--- src/rtl/cpu_isa_pkg.sv ---
// Shared CPU ISA definitions: opcode enum, register IDs, word prefixes and NOP encodings.
// Imported by the program loader and the CPU decoder.
package cpu_isa_pkg;

  typedef enum logic [2:0] {
    OP_LOAD  = 3'd0,
    OP_MOVE  = 3'd1,
    OP_ALU   = 3'd2,
    OP_JUMP  = 3'd3,
    OP_CJUMP = 3'd4
  } op_t;

  localparam logic [2:0] REG_X0 = 3'h0;
  localparam logic [2:0] REG_X1 = 3'h1;
  localparam logic [2:0] REG_Y0 = 3'h2;
  localparam logic [2:0] REG_Y1 = 3'h3;
  localparam logic [2:0] REG_RO = 3'h4;
  localparam logic [2:0] REG_I  = 3'h5;
  localparam logic [2:0] REG_M  = 3'h6;
  localparam logic [2:0] REG_DM = 3'h7;

  localparam logic [0:0] PFX_LOAD  = 1'b0;
  localparam logic [1:0] PFX_MOVE  = 2'b10;
  localparam logic [2:0] PFX_ALU   = 3'b110;
  localparam logic [3:0] PFX_JUMP  = 4'b1110;
  localparam logic [3:0] PFX_CJUMP = 4'b1111;

  localparam logic [7:0] NOP_C8 = 8'hC8;
  localparam logic [7:0] NOP_CF = 8'hCF;
  localparam logic [7:0] NOP_D8 = 8'hD8;
  localparam logic [7:0] NOP_DF = 8'hDF;

  function automatic logic is_jump(input logic [2:0] op);
    return (op == OP_JUMP) || (op == OP_CJUMP);
  endfunction

endpackage

--- src/rtl/program_loader_encoder_if.sv ---
// Host-side instruction handshake and program-memory write bus of the loader.
interface program_loader_encoder_if #(
  parameter int PM_ADDR_W = 8
);
  logic                 in_valid;
  logic                 in_ready;
  logic [2:0]           in_op;
  logic [2:0]           in_dst;
  logic [2:0]           in_src;
  logic [3:0]           in_data;
  logic                 in_x_sel;
  logic                 in_y_sel;
  logic [2:0]           in_func;
  logic                 pm_we;
  logic [PM_ADDR_W-1:0] pm_addr;
  logic [7:0]           pm_wdata;
  logic [PM_ADDR_W:0]   wr_count;
  logic                 full;
  logic                 err_illegal;

  modport master (
    output in_valid, in_op, in_dst, in_src, in_data, in_x_sel, in_y_sel, in_func,
    input  in_ready, pm_we, pm_addr, pm_wdata, wr_count, full, err_illegal
  );

  modport slave (
    input  in_valid, in_op, in_dst, in_src, in_data, in_x_sel, in_y_sel, in_func,
    output in_ready, pm_we, pm_addr, pm_wdata, wr_count, full, err_illegal
  );
endinterface

--- src/rtl/instr_field_packer.sv ---
// Combinational packer: symbolic op + fields -> 8-bit ISA word, flags unknown opcodes.
module instr_field_packer
  import cpu_isa_pkg::*;
(
  input  logic [2:0] op,
  input  logic [2:0] dst,
  input  logic [2:0] src,
  input  logic [3:0] data,
  input  logic       x_sel,
  input  logic       y_sel,
  input  logic [2:0] func,
  output logic [7:0] word,
  output logic       illegal
);

  always_comb begin
    word    = 8'h00;
    illegal = 1'b0;
    case (op)
      OP_LOAD:  word = {PFX_LOAD, dst, data};
      OP_MOVE:  word = {PFX_MOVE, dst, src};
      OP_ALU:   word = {PFX_ALU, x_sel, y_sel, func};
      OP_JUMP:  word = {PFX_JUMP, data};
      OP_CJUMP: word = {PFX_CJUMP, data};
      default:  illegal = 1'b1;
    endcase
  end

endmodule

--- src/rtl/program_loader_encoder.sv ---
// Encodes symbolic instructions and writes them to program memory at an auto-incrementing address.
// Optional NOP_PAD_EN: a NOP pad word follows every JUMP/CJUMP.
module program_loader_encoder
  import cpu_isa_pkg::*;
#(
  parameter int         PM_ADDR_W = 8,
  parameter logic [7:0] NOP_WORD  = 8'hC8
) (
  input logic                    clk,
  input logic                    async_reset_n,
  input logic                    clear,
  program_loader_encoder_if.slave bus
);

`ifdef NOP_PAD_EN
  typedef enum logic [1:0] {S_IDLE, S_WRITE, S_PAD} state_t;
`else
  typedef enum logic [1:0] {S_IDLE, S_WRITE} state_t;
`endif

  localparam logic [PM_ADDR_W-1:0] LAST_ADDR = '1;
  localparam logic [PM_ADDR_W-1:0] PTR_ONE   = PM_ADDR_W'(1);
  localparam logic [PM_ADDR_W:0]   CNT_ONE   = (PM_ADDR_W + 1)'(1);

  state_t               state;
  logic [PM_ADDR_W-1:0] ptr;
  logic [PM_ADDR_W-1:0] addr_r;
  logic [7:0]           wdata_r;
  logic [PM_ADDR_W:0]   cnt_r;
  logic                 we_r;
  logic                 full_r;
  logic                 err_r;
  logic [7:0]           word;
  logic                 illegal;
  logic                 accept;

  instr_field_packer u_packer (
    .op      (bus.in_op),
    .dst     (bus.in_dst),
    .src     (bus.in_src),
    .data    (bus.in_data),
    .x_sel   (bus.in_x_sel),
    .y_sel   (bus.in_y_sel),
    .func    (bus.in_func),
    .word    (word),
    .illegal (illegal)
  );

  assign bus.in_ready    = async_reset_n && (state == S_IDLE) && !full_r && !clear;
  assign accept          = bus.in_valid && bus.in_ready;
  // clear arriving while a word is on the bus kills the strobe in that same cycle
  assign bus.pm_we       = we_r && !clear;
  assign bus.pm_addr     = addr_r;
  assign bus.pm_wdata    = wdata_r;
  assign bus.wr_count    = cnt_r;
  assign bus.full        = full_r;
  assign bus.err_illegal = err_r;

`ifdef NOP_PAD_EN
  logic jump_r;

  always_ff @(posedge clk or negedge async_reset_n) begin
    if (!async_reset_n) jump_r <= 1'b0;
    else if (accept)    jump_r <= is_jump(bus.in_op);
  end
`else
  logic unused_nop_word;
  assign unused_nop_word = ^NOP_WORD;
`endif

  always_ff @(posedge clk or negedge async_reset_n) begin
    if (!async_reset_n) begin
      state   <= S_IDLE;
      ptr     <= '0;
      addr_r  <= '0;
      wdata_r <= '0;
      cnt_r   <= '0;
      we_r    <= 1'b0;
      full_r  <= 1'b0;
      err_r   <= 1'b0;
    end else begin
      err_r <= accept && illegal;
      if (clear) begin
        state  <= S_IDLE;
        we_r   <= 1'b0;
        ptr    <= '0;
        cnt_r  <= '0;
        full_r <= 1'b0;
      end else begin
        case (state)
          S_IDLE: begin
            if (accept && !illegal) begin
              state   <= S_WRITE;
              we_r    <= 1'b1;
              addr_r  <= ptr;
              wdata_r <= word;
            end
          end
          S_WRITE: begin
            cnt_r <= cnt_r + CNT_ONE;
            state <= S_IDLE;
            we_r  <= 1'b0;
            // the pointer parks on the last address instead of wrapping
            if (ptr == LAST_ADDR) begin
              full_r <= 1'b1;
            end else begin
              ptr <= ptr + PTR_ONE;
`ifdef NOP_PAD_EN
              if (jump_r) begin
                state   <= S_PAD;
                we_r    <= 1'b1;
                addr_r  <= ptr + PTR_ONE;
                wdata_r <= NOP_WORD;
              end
`endif
            end
          end
`ifdef NOP_PAD_EN
          S_PAD: begin
            cnt_r <= cnt_r + CNT_ONE;
            state <= S_IDLE;
            we_r  <= 1'b0;
            if (ptr == LAST_ADDR) full_r <= 1'b1;
            else                  ptr    <= ptr + PTR_ONE;
          end
`endif
          default: begin
            state <= S_IDLE;
            we_r  <= 1'b0;
          end
        endcase
      end
    end
  end

endmodule

--- src/flat_wrapper.sv ---
// flat-port wrapper written by rule: the top's interface ports become plain ports
module program_loader_encoder_flat import cpu_isa_pkg::*;
#(
  parameter int         PM_ADDR_W = 8,
  parameter logic [7:0] NOP_WORD  = 8'hC8
)
  (clk, async_reset_n, clear, bus_in_valid, bus_in_op, bus_in_dst, bus_in_src, bus_in_data, bus_in_x_sel, bus_in_y_sel, bus_in_func, bus_in_ready, bus_pm_we, bus_pm_addr, bus_pm_wdata, bus_wr_count, bus_full, bus_err_illegal);
  program_loader_encoder_if #(.PM_ADDR_W(PM_ADDR_W)) bus_i ();
  input logic clk;
  input logic async_reset_n;
  input logic clear;
  input wire logic [$bits(bus_i.in_valid)-1:0] bus_in_valid;
  input wire logic [$bits(bus_i.in_op)-1:0] bus_in_op;
  input wire logic [$bits(bus_i.in_dst)-1:0] bus_in_dst;
  input wire logic [$bits(bus_i.in_src)-1:0] bus_in_src;
  input wire logic [$bits(bus_i.in_data)-1:0] bus_in_data;
  input wire logic [$bits(bus_i.in_x_sel)-1:0] bus_in_x_sel;
  input wire logic [$bits(bus_i.in_y_sel)-1:0] bus_in_y_sel;
  input wire logic [$bits(bus_i.in_func)-1:0] bus_in_func;
  output wire logic [$bits(bus_i.in_ready)-1:0] bus_in_ready;
  output wire logic [$bits(bus_i.pm_we)-1:0] bus_pm_we;
  output wire logic [$bits(bus_i.pm_addr)-1:0] bus_pm_addr;
  output wire logic [$bits(bus_i.pm_wdata)-1:0] bus_pm_wdata;
  output wire logic [$bits(bus_i.wr_count)-1:0] bus_wr_count;
  output wire logic [$bits(bus_i.full)-1:0] bus_full;
  output wire logic [$bits(bus_i.err_illegal)-1:0] bus_err_illegal;
  assign bus_i.in_valid = bus_in_valid;
  assign bus_i.in_op = bus_in_op;
  assign bus_i.in_dst = bus_in_dst;
  assign bus_i.in_src = bus_in_src;
  assign bus_i.in_data = bus_in_data;
  assign bus_i.in_x_sel = bus_in_x_sel;
  assign bus_i.in_y_sel = bus_in_y_sel;
  assign bus_i.in_func = bus_in_func;
  assign bus_in_ready = bus_i.in_ready;
  assign bus_pm_we = bus_i.pm_we;
  assign bus_pm_addr = bus_i.pm_addr;
  assign bus_pm_wdata = bus_i.pm_wdata;
  assign bus_wr_count = bus_i.wr_count;
  assign bus_full = bus_i.full;
  assign bus_err_illegal = bus_i.err_illegal;
  program_loader_encoder #(.PM_ADDR_W(PM_ADDR_W), .NOP_WORD(NOP_WORD)) u_core (.clk(clk), .async_reset_n(async_reset_n), .clear(clear), .bus(bus_i));
endmodule
--- config.mk ---
export PLATFORM = sky130hd
export DESIGN_NAME = program_loader_encoder_flat
export DESIGN_NICKNAME = d
export VERILOG_FILES = /design/src/rtl/cpu_isa_pkg.sv /design/src/rtl/program_loader_encoder_if.sv /design/src/rtl/instr_field_packer.sv /design/src/rtl/program_loader_encoder.sv /design/src/flat_wrapper.sv
export SDC_FILE = /design/constraint.sdc
export NUM_CORES = 1
export LEC_CHECK = 0
export CORE_MARGIN = 4
export CORE_UTILIZATION = 35
export CTS_CLUSTER_SIZE = 25
export DETAILED_ROUTE_END_ITERATION = 12
export PLACE_DENSITY_LB_ADDON = 0.3
export RECOVER_POWER = 50
export SYNTH_ARGS = -nofsm -noshare
export SYNTH_HDL_FRONTEND = slang
export SYNTH_SLANG_ARGS = --single-unit
--- constraint.sdc ---
create_clock -name clk -period 1.8 [get_ports clk]
set_input_delay 0.45 -clock clk [delete_from_list [all_inputs] [get_ports clk]]
set_output_delay 0.45 -clock clk [all_outputs]
set_load 0.01 [all_outputs]
======== Word level (Yosys, flattened, before mapping) ========
Cells that the tools add are included.
W data, S select, Z words.
cells by class
  add/sub/neg operators ................... 2
  equality and inequality tests ........... 8
  multiplexer cells ....................... 16
  bitwise gates (word level) .............. 1
  reductions and logical operators ........ 17
operators by type and width
  cell                   count
  $pmux W8 S5            1
  $mux W8                3
  $mux W9                2
  $add A9 B1 Y9 const B  1
  $add A8 B1 Y8 const B  1
  $eq A8 B8 Y1 const B   1
  $logic_and A1 B1 Y1    7
  $mux W1                7
  $eq A3 B2 Y1 const B   2
  $mux W2                3
  $reduce_or A5 Y1       1
  $reduce_and A2 Y1      2
  $reduce_bool A2 Y1     2
  $eq A3 B1 Y1 const B   1
  $eq A3 B3 Y1 const B   1
  $logic_not A3 Y1       1
  $ne A3 B3 Y1 const B   1
  $reduce_and A3 Y1      1
  $eq A2 B1 Y1 const B   1
  $logic_not A1 Y1       2
  $logic_not A2 Y1       1
  $ne A2 B2 Y1 const B   1
  $not A1 Y1             1
word-level totals
  register bits after elaboration ......... 38
  input bits .............................. 22
  output and inout bits ................... 29
  word-level logic and storage cells ...... 52

======== Logic depth before layout (Yosys ltp) ========
  word-level depth ........................ 9
  depth in mapped cells ................... 5
  mapped depth without buffers ............ 4

======== Modules after synthesis ========
From an unflattened synthesis, not the netlist that was laid out.
second synthesis, totals
  cell total of the unflattened synthesis .. 169
  area total of the unflattened synthesis .. 1940.6 sq um
by module, submodules not included
  module                  times used  cells an instance  area an instance (sq um)  sequential area each (sq um)
  program_loader_encoder  1           135                1651.6                    900.9
  instr_field_packer      1           34                 289.0                     0.0

======== Least setup slack after synthesis ========
OpenSTA, ideal clock, no wires.
  path type ............................... input-to-reg
  start point ............................. input port clear
  end point ............................... register u_core.addr_r[0], in the netlist u_core.bus.pm_addr[0]
  setup time .............................. 125 ps
  arrival time ............................ 1516 ps
  required time ........................... 1675 ps
  setup slack ............................. 159 ps
  stages on the path ...................... 4
  buffers on the path ..................... 1
  path through ............................ nor4b_4 -> nand3_4 -> buf_6 -> mux2_4
between the ends
  longest elaborated chain between the ends .. 5
  elaborated cells on any way between the ends .. 6
  those cells by class .................... bitwise (1); reduce/logical (5)
RTL lines
  what                           line                          source
  start: declaration             flat_wrapper.sv:11            input logic clear;
  $logic_not A1 Y1               program_loader_encoder.sv:49  assign bus.in_ready = async_reset_n && (state == S_IDLE) && !full_r && !clear;
  $logic_and A1 B1 Y1            program_loader_encoder.sv:49
  $logic_and A1 B1 Y1            program_loader_encoder.sv:50  assign accept = bus.in_valid && bus.in_ready;
  $logic_and A1 B1 Y1            program_loader_encoder.sv:92  if (accept && !illegal) begin
  $reduce_and A3 Y1 (no line) *  --
  end signal: assignment         program_loader_encoder.sv:95  addr_r <= ptr;
  end: declaration               program_loader_encoder.sv:27  logic [PM_ADDR_W-1:0] addr_r;
Mark *: on every way between the ends. The rest lies on a longest branch, timed or not.
A chain may end at the register's enable or synchronous reset.

======== Worst setup path after layout ========
  start point ............................. register u_core.full_r, in the netlist u_core.bus.full
  end point ............................... output port bus_full
RTL lines
  what                      line                           source
  start: declaration        program_loader_encoder.sv:31   logic full_r;
  start signal: assignment  program_loader_encoder.sv:79   full_r <= 1'b0;
  start signal: assignment  program_loader_encoder.sv:88   full_r <= 1'b0;
  start signal: assignment  program_loader_encoder.sv:105  full_r <= 1'b1;
  end: declaration          flat_wrapper.sv:25             output wire logic [$bits(bus_i.full)-1:0] bus_full;
No word-level cell between the ends.

==> results.sh <==
export IMPL_final_util=0.526
export IMPL_hold_viol=0
export IMPL_finalCritPeriodShare=0.962
export IMPL_hold_slack_ns=0.405
export IMPL_routed_wl_um=4390
export IMPL_gr_usage_all_layers=0.140
export IMPL_setup_viol=0
export IMPL_cp_start_kind="register"
export IMPL_seq_power_share=0.480
export IMPL_dp_cells=304
export IMPL_slew_headroom=0.419
export IMPL_routed_via_density=4.98
export IMPL_period_needed_ns=1.73
export IMPL_portBuffers=50
export IMPL_die_area_mm2=0.00665
export IMPL_yosys_area_top_type="dfrtp_1"
export IMPL_yosys_top_cells_count="dfrtp_1, nor2_1, mux2_2"
export IMPL_core_area_mm2=0.00517
export IMPL_max_stage_delay_ns=0.53
export IMPL_rows=26
export IMPL_hold_path_class="input pin to async pin"
export IMPL_arrival_ns=1.28
export IMPL_die_y_um=81.5
export IMPL_route_detailed_drc=0
export IMPL_worstPathMaxFanout=2
export IMPL_p_clk_frac=0.329
export IMPL_worst_skew_pair_late_latency_ns=0.28
export IMPL_dp_hpwl_um=3270
export IMPL_synth_nets=194
export IMPL_synth_edf_count=0
export IMPL_antenna_found_initial=0
export IMPL_vias=1555
export IMPL_seq_area_frac_synth=0.476
export IMPL_grt_pass1_vias=1515
export IMPL_cts_buffers=5
export IMPL_cp_end_kind="output pin"
export IMPL_cts_sinks=36
export IMPL_skew_ns=0.00493
export IMPL_syn_to_final_growth_pct=43.8
export IMPL_yosysWarnings=0
export IMPL_antenna_cells=0
export IMPL_die_w_um=81.5
export IMPL_finalSetupTns_ns=0
export IMPL_firstDrtPassIters=4
export IMPL_synthTopCellsByArea="dfrtp_1, mux2_2, mux2_4"
export IMPL_routedWlPerCell_um=14.1
export IMPL_peakVddDrop_uv=289
export IMPL_synth_most_common_cell="dfrtp_1"
export IMPL_gp_congestion=0.795
export IMPL_worstSetupPathType="register to output pin"
export IMPL_cts_root_buf="clkbuf_8"
export IMPL_grt_max_degree=37
export IMPL_avgSynthCellArea_um2=11.1
export IMPL_crit_slowest_cell="clkdlybuf4s50_1"
export IMPL_ant_nets=0
export IMPL_ios=51
export IMPL_switching_share=0.236
export IMPL_start_util=0.366
export IMPL_yosys_area_top_type_share=0.476
export IMPL_fin_cells=312
export IMPL_htreeDepth=2
export IMPL_slew_viol_final=0
export IMPL_async_reset_ff_frac=1.00
export IMPL_worst_pin_slew_ns=0.872
export IMPL_p_sw_uw=436
export IMPL_nets=266
export IMPL_cts_tree="built"
export IMPL_status="complete, no violations"
export IMPL_clk_pin_slew_ns=0.07
export IMPL_netlist_area_mm2=0.00189
export IMPL_power_frac_comb=0.191
export IMPL_ys_types=43
export IMPL_worstPathRequired_ns=1.35
export IMPL_crit_chain="buf_4 -> clkdlybuf4s50_1"
export IMPL_clock_fmax_mhz=577
export IMPL_synth_ff_type="dfrtp_1"
export IMPL_grt_pass1_wl_um=7130
export IMPL_rsz0062_at_grt="false"
export IMPL_ys_ff_latch=36
export IMPL_layout_drive_gt1_share=0.223
export IMPL_total_power_uw=1850
export IMPL_cts_buffer_depth=2
export IMPL_maxCapViolCount=0
export IMPL_grt_overflow_total=0
export IMPL_power_density_mw_per_mm2=679
export IMPL_synth_cells=170
export IMPL_p_leak_uw=0.00117
export IMPL_drt_iter0_drc=41
export IMPL_p_int_uw=1410
[final cells by class]
type / instances / area [um^2]
fill: 459 / 2450
multi-input combinational: 117 / 912
sequential: 36 / 901
timing repair buffer: 78 / 709
clock buffer: 7 / 96.3
tap: 70 / 87.6
inverter: 4 / 15.0
[cell families after synthesis]
| family | count (synthesis) | synth area share |
|---|---|---|
| muxes | 18 | 0.117 |
| and+or+nand+nor | 54 | 0.190 |
| DFF | 36 | 0.476 |
| adders and majority gates | 2 | 0.0132 |
| xor gates and xnor gates | 3 | 0.0139 |
| AOI/OAI and AO/OA | 40 | 0.148 |
| buffers and inverters | 17 | 0.0417 |
[stage by stage]
stage / setup slack, ns / area [um^2]
floorplan: 0.159 / 1890
global placement: -0.503 / 2630
global route: 0.00599 / 2720
detailed placement: -0.517 / 2630
CTS: 0.0536 / 2730
finish: 0.0681 / 2720
[sequential cells by signal, summed over array words and instances (netlist names)]
register and count:
u_core.bus.wr_count 9, u_core.bus.pm_addr 8, u_core.state 1, u_core.bus.full 1, u_core.bus.err_illegal 1, u_core.ptr 8, u_core.bus.pm_wdata 8
[repair_timing]
| action | 4_1_cts | 5_1_grt |
|---|---|---|
| buffers inserted | 1 | 0 |
| endpoints found under the setup margin | 10 | 1 |
| hold buffers | 0 | 0 |
| pin swaps | 1 | 1 |
| resized for setup | 8 | 0 |
[power by group through the flow]
stage,combinational (uW),sequential (uW),clock (uW)
after floorplan,114,920,0
after global placement,353,904,0
after detailed placement,358,903,0
after CTS,359,887,629
after global routing,381,893,664
final,352,886,608
[routing by layer]
metal | share of wire | track usage | up-vias
met5 | 0 | 0 | -
met4 | 0.016 | 0.0557 | 0
met3 | 0.072 | 0.0439 | 7
li1 | - | - | 779
met2 | 0.46 | 0.218 | 38
met1 | 0.45 | 0.180 | 731
[path summary, 6_finish.rpt]
check | startpoint | end | slack, ns | depth (start not counted)
hold reg to reg | u_core.bus.pm_wdata[3]$_DFFE_PN0P_ | u_core.bus.pm_wdata[3]$_DFFE_PN0P_ | 0.50 | 1
setup / recovery | u_core.bus.full$_DFFE_PN0P_ | bus_full | 0.07 | 2
max in group asynchronous | async_reset_n | u_core.ptr[1]$_DFFE_PN0P_ | 0.84 | 2
min in group clk | u_core.bus.pm_wdata[3]$_DFFE_PN0P_ | u_core.bus.pm_wdata[3]$_DFFE_PN0P_ | 0.50 | 1
hold / removal | async_reset_n | u_core.bus.pm_wdata[7]$_DFFE_PN0P_ | 0.41 | 2
setup reg to reg | u_core.bus.full$_DFFE_PN0P_ | u_core.bus.pm_addr[3]$_DFFE_PN0P_ | 0.20 | 6
[critical path, delay by kind of cell, from the launching register on]
family   cells  cell delay, ns
buf+inv      2            0.65
flops        1            0.35
[cells in the final DEF (no fill, tap or decap), drive strengths merged, types with 3 or more instances in the layout]
cell type | netlist | final
clkbuf | 8 | 9
a31oi | 5 | 5
nor2 | 10 | 10
nand4 | 4 | 4
nand3b | 3 | 3
dfrtp | 36 | 36
o21ai | 3 | 3
clkdlybuf4s50 | 0 | 46
mux2 | 15 | 15
mux2i | 3 | 3
nor4bb | 4 | 4
buf | 5 | 28
nand3 | 5 | 5
nor3b | 4 | 4
inv | 4 | 4
a21oi | 8 | 8
nand2 | 5 | 5
nand2b | 3 | 3
o21bai | 6 | 6
a211oi | 5 | 5
nor3 | 3 | 3
and4 | 4 | 4
o2bb2ai | 4 | 4
nor2b | 3 | 3
No activity file was read; power rests on OpenSTA's default activity.
==> patch: new RTL, same flow settings <==
Add a define of `NOP_PAD_EN`.
--- a/src/rtl/program_loader_encoder.sv
+++ b/src/rtl/program_loader_encoder.sv
@@ -1,5 +1,7 @@
 // Encodes symbolic instructions and writes them to program memory at an auto-incrementing address.
 // Optional NOP_PAD_EN: a NOP pad word follows every JUMP/CJUMP.
+`define NOP_PAD_EN
+
 module program_loader_encoder
   import cpu_isa_pkg::*;
 #(
Check against the original RTL: not equivalent (a bounded check fails within 4 cycles, from zero or initial values and one cycle with async_reset_n low).
==> patch against the original RTL <==
- the run now ends with negative setup slack left
- critical path depth increased by 4
- sequential cell count increased by 3
- setup slack got worse by 0.14 ns
- routed wire length increased by 34%
- sequential power increased by 19%
- non-clock buffer count increased by 16
- cell area increased by 22%
- sequential share of layout area decreased by 3.6 points
- count of clock-buffer cells in the layout decreased by 2
- synthesized area increased by 16%
- total power increased by 32%
- critical path type is now flop to flop
- critical endpoint is now u_core.bus.pm_addr[5]
- largest power group unchanged
==> patch: results (changes against the original RTL) <==
Final Util = 0.554 (+0.0276)
Slew Limit Headroom = 0.346 (-0.0730)
Setup TNS = -0.303 ns (-0.303 ns)
DRT iter0 DRCs = 91 (+120%)
Net total in the final layout = 343 (+29%)
Layout cells sized above 1 = 0.264 (+0.0410)
Share of the yosys chip area belonging to registers = 0.446 (-0.0305)
Worst setup margin = -0.0700 ns (-0.138 ns)
Fillcell total = 554 (+21%)
Vias/cell = 5.13 (+3.0%)
CP max FO = 5 (+3)
CP arrival = 2.08 ns (+0.80 ns)
Commonest cells in the synthesized netlist = dfrtp_1 (39), nor2_1 (30), nand2_1 (16)
HP Class = flop to flop
Slowest stage delay, CP = 0.61 ns (+0.08 ns)
Top cells by area, synth = dfrtp_1 (45%), nor2_1 (5.1%), mux2_2 (3.6%)
Status = complete, but fails checks
Placed insts = 380 (+25%)
Final Skew = 0.0116 ns (+0.00668 ns)
DP HPWL = 4270 um (+30%)
Largest net degree at the start of global routing = 40 (+8.1%)
# diodes = 0 (unchanged)
Setup WS pre-CTS = -0.578 ns (-0.0618 ns)
Slowest CP cell = or4_4
Final wirelength = 5860 um (+34%)
Failing checks = negative setup slack
Worst r2r dst = u_core.bus.pm_addr[5]
Avg Cell Area, Syn = 9.60 um2 (-14%)
Post-Place Cell Area = 0.00306 mm2 (+16%)
Vias in the first global route = 1,928 (+27%)
Gpl congestion = 0.813 (+2.2%)
Hold WS = 0.496 ns (+0.0914 ns)
Mapped Nets = 254 (+31%)
Pre-antenna DRT Iters = 5 (+1)
First-pass GRT wire length = 9470 um (+33%)
HP Start = u_core.bus.pm_wdata[1]
Total track usage = 0.158 (+0.0179)
Final Setup Violations = 8 (+8)
Post-route insts no fill = 393 (+26%)
-- patch: cell types whose count changed after synthesis, sizes merged, moves of 7 or more --
cell / before / now
nor2: 10 / 30
o21ai: 3 / 15
nand2: 5 / 16
mux2: 15 / 7
xnor2: 1 / 8
-- patch: how the worst max path moves through the flow --
stage | startpoint | to | cells after the start
after detailed placement | bus_in_valid | u_core.bus.pm_wdata[7] | 6
after floorplan | clear | u_core.bus.pm_wdata[7] | 5
after global placement | clear | u_core.bus.pm_wdata[7] | 6
after CTS | u_core.bus.full | u_core.bus.pm_wdata[7] | 5
after global routing | u_core.bus.full | u_core.bus.pm_wdata[7] | 5
final | u_core.bus.full | u_core.bus.pm_addr[5] | 6
-- patch: kinds of logic after synthesis --
logic type | after synthesis | synth area share
AOI/OAI and AO/OA | 52 | 0.167
xor gates and xnor gates | 14 | 0.0560
adders and majority gates | 4 | 0.0229
buffers and inverters | 19 | 0.0406
DFF | 39 | 0.446
muxes | 13 | 0.0634
and+or+nand+nor | 87 | 0.205
-- patch: final cells by class --
cell class	instances	share of cell area
Clock buffer	5	0.0207
Clock inverter	3	0.0132
Inverter	7	0.00792
Multi-Input combinational cell	170	0.375
Sequential cell	39	0.295
Tap cell	75	0.0283
Timing Repair Buffer	94	0.260
-- patch: where the power goes --
part           internal, mW  switching (mW)
registers             0.975          0.0779
logic                 0.378           0.270
clock network         0.413           0.322
-- patch: routing by layer --
layer,wire length [um],track usage,share of wire
met5,0,0,0
met4,27,0.0335,0.0046
met3,284,0.0331,0.048
met2,2740,0.240,0.47
met1,2810,0.231,0.48
-- patch: timing repair --
| action | CTS | global route |
|---|---|---|
| setup buffers | 2 | 3 |
| gates cloned | 0 | 1 |
| pin swaps | 8 | 10 |
| setup endpoints to repair | 20 | 18 |
| gates resized for setup | 16 | 23 |
